<file path="src/rtl/sdff_pipe.sv">
// Stallable multi-stage delay line of synchronous-reset flops with per-stage valid and occupancy count.
// Optional FLUSH port and line invalidation are compiled in when SDFF_PIPE_FLUSH_EN is defined.
module sdff_pipe #(
  parameter  int               WIDTH   = 2,
  parameter  int               DEPTH   = 4,
  parameter  logic [WIDTH-1:0] RST_VAL = {WIDTH{1'b0}},
  localparam int               CNTW    = $clog2(DEPTH + 1)
) (
  input  logic             CLK,
  input  logic             SRST_N,
  input  logic             EN,
  input  logic [WIDTH-1:0] D,
  input  logic             D_VALID,
`ifdef SDFF_PIPE_FLUSH_EN
  input  logic             FLUSH,
`endif
  output logic [WIDTH-1:0] Q,
  output logic             Q_VALID,
  output logic [CNTW-1:0]  COUNT
);

  logic [DEPTH-1:0][WIDTH-1:0] data_reg;
  logic [DEPTH-1:0][WIDTH-1:0] data_next;
  logic [DEPTH-1:0]            vld_reg;
  logic [DEPTH-1:0]            vld_next;
  logic [CNTW-1:0]             count_reg;
  logic [CNTW-1:0]             count_next;
  logic                        flush;

`ifdef SDFF_PIPE_FLUSH_EN
  assign flush = FLUSH;
`else
  assign flush = 1'b0;
`endif

  // Stage 0 takes the input beat; every later stage takes its predecessor.
  generate
    for (genvar gi = 0; gi < DEPTH; gi++) begin : g_stage
      if (gi == 0) begin : g_head
        assign data_next[gi] = D;
        assign vld_next[gi]  = D_VALID;
      end else begin : g_body
        assign data_next[gi] = data_reg[gi-1];
        assign vld_next[gi]  = vld_reg[gi-1];
      end
    end
  endgenerate

  // One beat in, one beat out per enabled edge keeps the count within 0..DEPTH.
  assign count_next = count_reg + CNTW'(D_VALID) - CNTW'(vld_reg[DEPTH-1]);

  always_ff @(posedge CLK) begin
    if (!SRST_N) begin
      data_reg  <= {DEPTH{RST_VAL}};
      vld_reg   <= '0;
      count_reg <= '0;
    end else begin
      // Data keeps shifting under a flush; only the valid flags are cleared.
      if (EN) begin
        data_reg <= data_next;
      end
      if (flush) begin
        vld_reg   <= '0;
        count_reg <= '0;
      end else if (EN) begin
        vld_reg   <= vld_next;
        count_reg <= count_next;
      end
    end
  end

  assign Q       = data_reg[DEPTH-1];
  assign Q_VALID = vld_reg[DEPTH-1];
  assign COUNT   = count_reg;

endmodule

</file>
<file path="config.mk">
export PLATFORM = sky130hd
export DESIGN_NAME = sdff_pipe
export DESIGN_NICKNAME = d
export VERILOG_FILES = /design/src/rtl/sdff_pipe.sv
export SDC_FILE = /design/constraint.sdc
export NUM_CORES = 1
export LEC_CHECK = 0
export CORE_MARGIN = 4
export CORE_UTILIZATION = 48
export DETAILED_ROUTE_END_ITERATION = 16
export PLACE_DENSITY = 0.72
export SYNTH_ARGS = -nofsm -noshare
export SYNTH_HDL_FRONTEND = slang
export SYNTH_SLANG_ARGS = --single-unit
</file>
<file path="constraint.sdc">
create_clock -name CLK -period 2.3 [get_ports CLK]
set_input_delay 0.46 -clock CLK [delete_from_list [all_inputs] [get_ports CLK]]
set_output_delay 0.46 -clock CLK [all_outputs]
set_load 0.02 [all_outputs]
</file>
==> metrics.yaml <==
global_routing:
  grt_max_degree: 17
  grt.overflow.total: 0
  grt_pass1_wl_mm: 1.483
  grt_usage: 0.1007
  antenna_found_initial: 0
  first_global_vias: 365
clock_tree:
  path_clk_slew_ns: 0.08
  cts_setup_buffers: 0
  cts_tree: "done"
  cts_buffer_depth: 2
  cts_num_sinks: 15
  postCtsHoldBufs: 0
  clk_latency_ns: 0.27
  cts_root_buf: "clkbuf_4"
  ctsResizeCount: 0
  htreeDepth: 1
  cts_buffers: 3
floorplan:
  initial_core_util: 0.5073
  placementRows: 13
  die_w_um: 44.85
  io_pins: 12
  die_h_um: 44.85
  dieArea_um2: 2012
  core_um2: 1285
critical_path:
  cpPeakStageDelay_ns: 0.63
  end_kind: "primary output"
  cp_top_family: "buffers and inverters"
  path_buf_inv: 1
  worstPathCellList: "clkdlybuf4s50_1"
  path_max_fanout: 4
  critPathKind: "flop to primary output"
  startpoint_type: "flop"
  cp_slowest_cell: "clkdlybuf4s50_1"
  cp_data_required_time_ns: 1.84
  crit_arrival_ns: 1.31
finish:
  largest_register_ffs: 6
  instances_no_fill: 85
  final_common_cell: "dfxtp_1"
  area_growth_syn_to_layout_pct: 19.58
  drive_above_1_share: 0.07143
  antenna_cells: 0
  layout_common_cells: "dfxtp_1 (15), mux2i_1 (14), nor2b_1 (13), clkdlybuf4s50_1 (11)"
  fin_nets: 80
route:
  drc: 0
  vias: 394
  vias_per_cell: 4.635
  finalWirelength_um: 896
  drtIter0Drc: 2
  wire_per_inst_um: 10.54
  drt_first_pass_iters: 2
  final_antenna_net_count: 0
timing:
  setup_tns_ns: 0
  finalHoldViolCount: 0
  slew_viol_final: 0
  fin_crit_ns: 1.774
  max-slew-margin-rel: 0.7106
  post-route-period-util: 0.7712
  rsz0062_at_grt: "no"
  setup_viol: 0
  fmaxAchievable_mhz: 563.7
  worst_pin_slew_ns: 0.4327
  skew_ns: 0.005908
power:
  ir_worst_vdd_mv: 0.3974
  p_leak_uw: 0.0003453
  power_density_nw_per_um2: 629.4
synth:
  synth_top_area_cell: "dfxtp_1"
  syn-cell-area_um2: 651.9
  synth.net_count: 66
  syn_avg_cell_area_um2: 11.44
  yosysSeqAreaShare: 0.4607
  synthTopCellsByArea: "dfxtp_1 (46%), mux2i_1 (21%), nor2b_1 (12%), ha_1 (3.8%), buf_12 (3.1%)"
  yosysWarningCount: 0
  synth_cells: 57
  synth-seq-cells: 15
  synth_top_cell_area_share: 0.4607
  yosysUniqueCellTypes: 14
flow_run:
  drv_cap: 0
status:
  status: "complete, no violations"
placed_design:
  io_buffers: 11
  dp.cells: 81
  place_congestion: 0.6917
hold_path:
  hold_class: "flop to flop"
==> Yosys cell counts, drive strengths merged <==
cell type	count
inv	3
mux2i	14
clkbuf	1
o211a	1
buf	2
nand2	3
ha	2
xor2	1
fa	1
dfxtp	15
nand2b	1
nor2b	13
==> power by group <==
group | internal [uW] | total [uW] | switching (uW)
Combinational | 38.7 | 68.8 | 30.1
Sequential | 271 | 278 | 7.16
Clock | 67.1 | 144 | 76.9
==> final timing paths <==
kind | end | start | slack (ns) | depth (start not counted)
setup / recovery | COUNT[1] | COUNT[1]$_SDFFE_PN0P_ | 0.53 | 1
hold / removal | COUNT[2]$_SDFFE_PN0P_ | COUNT[2]$_SDFFE_PN0P_ | 0.48 | 2
setup reg to reg | COUNT[2]$_SDFFE_PN0P_ | COUNT[0]$_SDFFE_PN0P_ | 0.56 | 9
hold reg to reg | COUNT[2]$_SDFFE_PN0P_ | COUNT[2]$_SDFFE_PN0P_ | 0.48 | 2
==> per-stage QoR <==
step | setup WS (ns) | power, uW | hold WS (ns) | cell area, um^2 | utilization
after CTS | 0.5132 | 497.5 | 0.4874 | 779.5 | 0.6066
after global placement | 0.3173 | 353.0 | 0.4559 | 753.2 | 0.5862
after floorplan | 0.5097 | 332.2 | 0.4824 | 651.9 | -
after global routing | 0.4187 | 515.8 | 0.5090 | 779.5 | 0.6066
final | 0.5262 | 490.6 | 0.4791 | 779.5 | 0.6066
after detailed placement | 0.2944 | 353.7 | 0.4747 | 753.2 | 0.5862
==> routing by layer <==
| metal | global-route usage | vias to the layer above | share of wire |
|---|---|---|---|
| li1 | - | 211 | - |
| met1 | 0.1284 | 173 | 0.50 |
| met2 | 0.1461 | 8 | 0.41 |
| met3 | 0.02789 | 2 | 0.069 |
| met4 | 0.07018 | 0 | 0.013 |
| met5 | 0 | - | 0 |
==> cells by family after synthesis <==
group / synth area share
AOI/OAI and AO/OA: 0.01536
xor gates and xnor gates: 0.01344
adders and majority gates: 0.06909
buffers and inverters: 0.07101
DFF: 0.4607
muxes: 0.2150
and+or+nand+nor: 0.1555
==> layout make-up <==
type                       count  area, um^2
fill                         119       505.5
multi-input combinational     36       305.3
clock buffer                   4       26.28
tap                           15       18.77
timing repair buffer          12       117.6
inverter                       3       11.26
sequential                    15       300.3
Note: power is estimated with default switching activity, not from simulation.
